$ cat src/rtl/rsc_frame_encoder.sv
// Frame controller for the 4-state RSC encoder (feedback 7, generators 5/7).
// Streams data symbols, then two termination steps that return the encoder to state 0.
module rsc_frame_encoder #(
    parameter int LEN_W = 16
) (
    input  logic             clk,
    input  logic             reset,
    input  logic             start,
    input  logic [LEN_W-1:0] frame_len,
    output logic             busy,
    input  logic             in_valid,
    input  logic             in_bit,
    output logic             in_ready,
    output logic             out_valid,
    input  logic             out_ready,
    output logic [1:0]       out_bits,
    output logic             out_tail,
    output logic             out_last,
    output logic             done,
    output logic             err
);

    typedef enum logic [2:0] {
        IDLE,
        DATA,
        TAIL1,
        TAIL2,
        DRAIN
    } state_t;

    state_t           state;
    logic             s1;
    logic             s0;
    logic [LEN_W-1:0] cnt;

    logic slot_free;
    logic load;
    logic u;
    logic a;
    logic par;

    assign slot_free = !out_valid || out_ready;
    assign busy      = (state != IDLE);
    assign in_ready  = (state == DATA) && slot_free;

    // Tail steps feed back s1^s0 so the recursion term a collapses to 0.
    always_comb begin
        u    = (state == DATA) ? in_bit : (s1 ^ s0);
        a    = u ^ s1 ^ s0;
        par  = a ^ s0;
        load = 1'b0;
        if (state == DATA)
            load = in_valid && slot_free;
        else if (state == TAIL1 || state == TAIL2)
            load = slot_free;
    end

    always_ff @(posedge clk or posedge reset) begin
        if (reset) begin
            state     <= IDLE;
            s1        <= 1'b0;
            s0        <= 1'b0;
            cnt       <= '0;
            out_valid <= 1'b0;
            out_bits  <= 2'b00;
            out_tail  <= 1'b0;
            out_last  <= 1'b0;
            done      <= 1'b0;
            err       <= 1'b0;
        end else begin
            done <= 1'b0;
            err  <= 1'b0;
            if (out_valid && out_ready)
                out_valid <= 1'b0;
            if (load) begin
                out_valid <= 1'b1;
                out_bits  <= {u, par};
                out_tail  <= (state != DATA);
                out_last  <= (state == TAIL2);
                s1        <= a;
                s0        <= s1;
            end
            unique case (state)
                IDLE: begin
                    if (start) begin
                        if (frame_len == '0) begin
                            err <= 1'b1;
                        end else begin
                            state <= DATA;
                            cnt   <= frame_len;
                            s1    <= 1'b0;
                            s0    <= 1'b0;
                        end
                    end
                end
                DATA: begin
                    if (load) begin
                        cnt <= cnt - 1'b1;
                        if (cnt == LEN_W'(1))
                            state <= TAIL1;
                    end
                end
                TAIL1: if (load) state <= TAIL2;
                TAIL2: if (load) state <= DRAIN;
                DRAIN: begin
                    if (out_valid && out_ready) begin
                        done  <= 1'b1;
                        state <= IDLE;
                    end
                end
                default: state <= IDLE;
            endcase
        end
    end

endmodule

$ cat config.mk
export PLATFORM = sky130hd
export DESIGN_NAME = rsc_frame_encoder
export DESIGN_NICKNAME = d
export VERILOG_FILES = /design/src/rtl/rsc_frame_encoder.sv
export SDC_FILE = /design/constraint.sdc
export NUM_CORES = 1
export LEC_CHECK = 0
export CORE_MARGIN = 2
export CORE_UTILIZATION = 40
export CTS_CLUSTER_SIZE = 28
export DETAILED_ROUTE_END_ITERATION = 10
export PLACE_DENSITY_LB_ADDON = 0.15
export SLEW_MARGIN = 20
export SYNTH_ARGS = -nofsm -noshare
export SYNTH_HDL_FRONTEND = slang
export SYNTH_SLANG_ARGS = --single-unit
$ cat constraint.sdc
create_clock -name clk -period 2.7 [get_ports clk]
set_input_delay 0.54 -clock clk [delete_from_list [all_inputs] [get_ports clk]]
set_output_delay 0.54 -clock clk [all_outputs]
set_load 0.05 [all_outputs]
==> results.sh <==
export IMPL_postCtsSetupBuffers=0
export IMPL_worst_pin_slew_ps=722.9
export IMPL_antenna_cells=0
export IMPL_hold_buffers=0
export IMPL_crit_family="buffers and inverters"
export IMPL_ys_ff_latch=28
export IMPL_worst_setup_path_type="register to output port"
export IMPL_die_area_um2=4921
export IMPL_vias_per_cell=5.847
export IMPL_ys_dominant_reg_cell="dfrtp_1"
export IMPL_crit_arrival_ps=1970
export IMPL_synth_top_cell_area_share=0.4003
export IMPL_setup_tns_ps=0
export IMPL_routed_wl_um=4537
export IMPL_worstPathCellList="nor3_1 > inv_1 > clkdlybuf4s50_1"
export IMPL_drc_errors=0
export IMPL_post_dp_cell_area_um2=2137
export IMPL_rsz0062_at_grt="false"
export IMPL_period_share=0.9300
export IMPL_grt_usage=0.1941
export IMPL_hold_ws_ps=488.3
export IMPL_finalHoldViolations=0
export IMPL_ys_seq_area_frac=0.4003
export IMPL_worstHoldPathType="register to register"
export IMPL_synth_area_leaders="dfrtp_1 (40%), nor2_1 (5.4%), a21oi_1 (4.3%), o21ai_0 (3.1%), nand2_1 (2.6%)"
export IMPL_grt_ovfl_total=0
export IMPL_drtIter0Drc=137
export IMPL_area_growth_pct=25.23
export IMPL_cts_sinks=28
export IMPL_rows=24
export IMPL_synth_edf_count=0
export IMPL_grt_pass1_vias=1584
export IMPL_syn_nets=224
export IMPL_syn_instance_count=200
export IMPL_clk_path_buf_depth=2
export IMPL_dpl_hpwl_um=3269
export IMPL_irDropWorstVdd_mv=0.3532
export IMPL_cts_repair_resized=0
export IMPL_drive_gt1_frac=0.1135
export IMPL_antenna_found_initial=0
export IMPL_dr_pass1_iters=4
export IMPL_syn_cell_area_um2=1750
export IMPL_ys_warn_count=0
export IMPL_cts_tree="yes"
export IMPL_final_max_slew_viol_count=0
export IMPL_dp_slack_ps=254.1
export IMPL_fmax_mhz=398.2
export IMPL_yosysTopAreaCell="dfrtp_1"
export IMPL_cp_max_fo=15
export IMPL_antenna_left=0
export IMPL_finalSetupViolCount=0
export IMPL_die_h_um=70.15
export IMPL_period_needed_ps=2511
export IMPL_nets=254
export IMPL_crit_buf_inv=2
export IMPL_p_leak_uw=0.0008539
export IMPL_vias=1643
export IMPL_ioPinCount=31
export IMPL_grt_max_degree=30
export IMPL_cts_root_buf="clkbuf_8"
export IMPL_syn_area_per_cell_um2=8.752
export IMPL_core_um2=4294
export IMPL_relSlewSlack=0.5155
export IMPL_clock_latency_ps=280
export IMPL_ys_types=51
export IMPL_fin_ws_ps=189.0
export IMPL_skew_ps=3.562
export IMPL_path_clk_slew_ps=100
export IMPL_critPathRequiredTime_ps=2160
export IMPL_status="complete, no violations"
export IMPL_ys_async_sr_fraction=1.000
export IMPL_final_area_um2=2192
export IMPL_cp_start_kind="register"
export IMPL_grt_pass1_wl_um=7686
export IMPL_port_buffers=30
export IMPL_slowest_stage="clkdlybuf4s50_1"
export IMPL_place_congestion=0.8379
export IMPL_critical_path_max_stage_delay_ps=700
export IMPL_drv_cap=0
export IMPL_htree_levels=1
export IMPL_numCtsBuffers=3
export IMPL_power_density_nw_per_um2=856.8
export IMPL_initial_core_util=0.4076
export IMPL_cp_end_kind="output port"
export IMPL_die_w_um=70.15
export IMPL_avgRoutedWirePerCell_um=16.15
## cells in the mapped netlist (5+ instances only)
library cell and count:
inv_1 5, dfrtp_1 28, nor2_1 25, a21oi_1 15, nand3_1 8, nor4_1 5, clkbuf_1 11, a31oi_1 7
nor3_1 5, a2bb2oi_1 5, o21ai_0 11, nand2_1 12
## tightest hold or removal path, stage by stage, from the launching register on
cell,delay (ps)
dfrtp_1,350
nand2_1,50
o21ai_0,60
## cell usage in the layout (no fill, tap or decap), types with 2 or more instances in the layout
master,netlist,routed
inv_1,5,5
nor3_1,5,5
a2bb2oi_1,5,5
nand3_1,8,8
ha_1,2,2
or4_1,2,2
clkdlybuf4s50_1,0,29
mux2_2,2,2
a31oi_1,7,7
nor3b_1,3,2
o22ai_1,3,3
nor3_2,2,2
o32a_1,3,3
and4_1,2,2
a22oi_1,2,2
nor4_1,5,5
nand2_1,12,12
nor2_1,25,25
a32oi_1,2,2
or3_1,3,3
clkbuf_8,0,4
a21oi_1,15,15
xnor2_1,2,2
buf_4,0,7
dfrtp_1,28,28
o21ai_0,11,11
nand2b_1,2,2
nor2b_1,2,2
and3_1,4,4
a41oi_1,4,4
## flip-flops by register name (all words and copies together), names as in the netlist
name,count
out_bits,2
out_valid,1
err,1
s1,1
s0,1
out_last,1
state,3
out_tail,1
done,1
cnt,16
## where the power goes
| part | switching (uW) | total [uW] | internal [uW] |
|---|---|---|---|
| Sequential | 176 | 738 | 562 |
| Combinational | 487 | 867 | 379 |
| Clock | 142 | 273 | 131 |
| Total | 805 | 1880 | 1070 |
## through the flow
step,util,total power (uW),std cells
floorplan,-,1328,200
global placement,0.4977,1602,277
detailed placement,0.4977,1610,277
CTS,0.5105,1884,281
global route,0.5105,2017,281
finish,0.5105,1878,281
## area by class of cell
class / instances / area [um2]
Fill cell: 425 / 2102
Multi-Input combinational cell: 155 / 989.7
Inverter: 5 / 18.77
Sequential cell: 28 / 700.7
Clock buffer: 4 / 55.05
Tap cell: 52 / 65.06
Timing Repair Buffer: 37 / 362.8
## logic make-up (layout without fill, tap and decap cells)
logic type / Yosys count / count (layout) / share of synthesized area
AND/OR/NAND/NOR: 85 / 85 / 0.2716
AO/OA/AOI/OAI: 62 / 62 / 0.2430
flip-flops: 28 / 28 / 0.4003
buffers and inverters: 17 / 46 / 0.03717
XOR/XNOR: 3 / 3 / 0.01501
multiplexers: 3 / 3 / 0.01858
adder cells (fa/ha/maj): 2 / 2 / 0.01429
## layer usage
layer / track usage / routed length, um / up-vias / share of wire
met2: 0.3048 / 2071 / 32 / 0.46
met4: 0.07051 / 54 / 0 / 0.012
met5: 0 / 0 / - / 0
met3: 0.02742 / 155 / 5 / 0.034
met1: 0.2735 / 2255 / 782 / 0.50
li1: - / - / 824 / -
## worst paths after layout
check / startpoint / endpoint / slack (ps) / depth (start not counted)
max: state[1]$_DFFE_PP0P_ / busy / 190 / 3
min in group asynchronous: reset / s0$_DFF_PP0_ / 620 / 3
max in group asynchronous: reset / state[1]$_DFFE_PP0P_ / 1820 / 3
min: out_bits[1]$_DFFE_PP0P_ / out_bits[1]$_DFFE_PP0P_ / 490 / 2
max reg2reg: cnt[1]$_DFFE_PP0P_ / cnt[8]$_DFFE_PP0P_ / 460 / 6
min reg2reg: out_bits[1]$_DFFE_PP0P_ / out_bits[1]$_DFFE_PP0P_ / 490 / 2
Power figures use the tool's default switching activity.
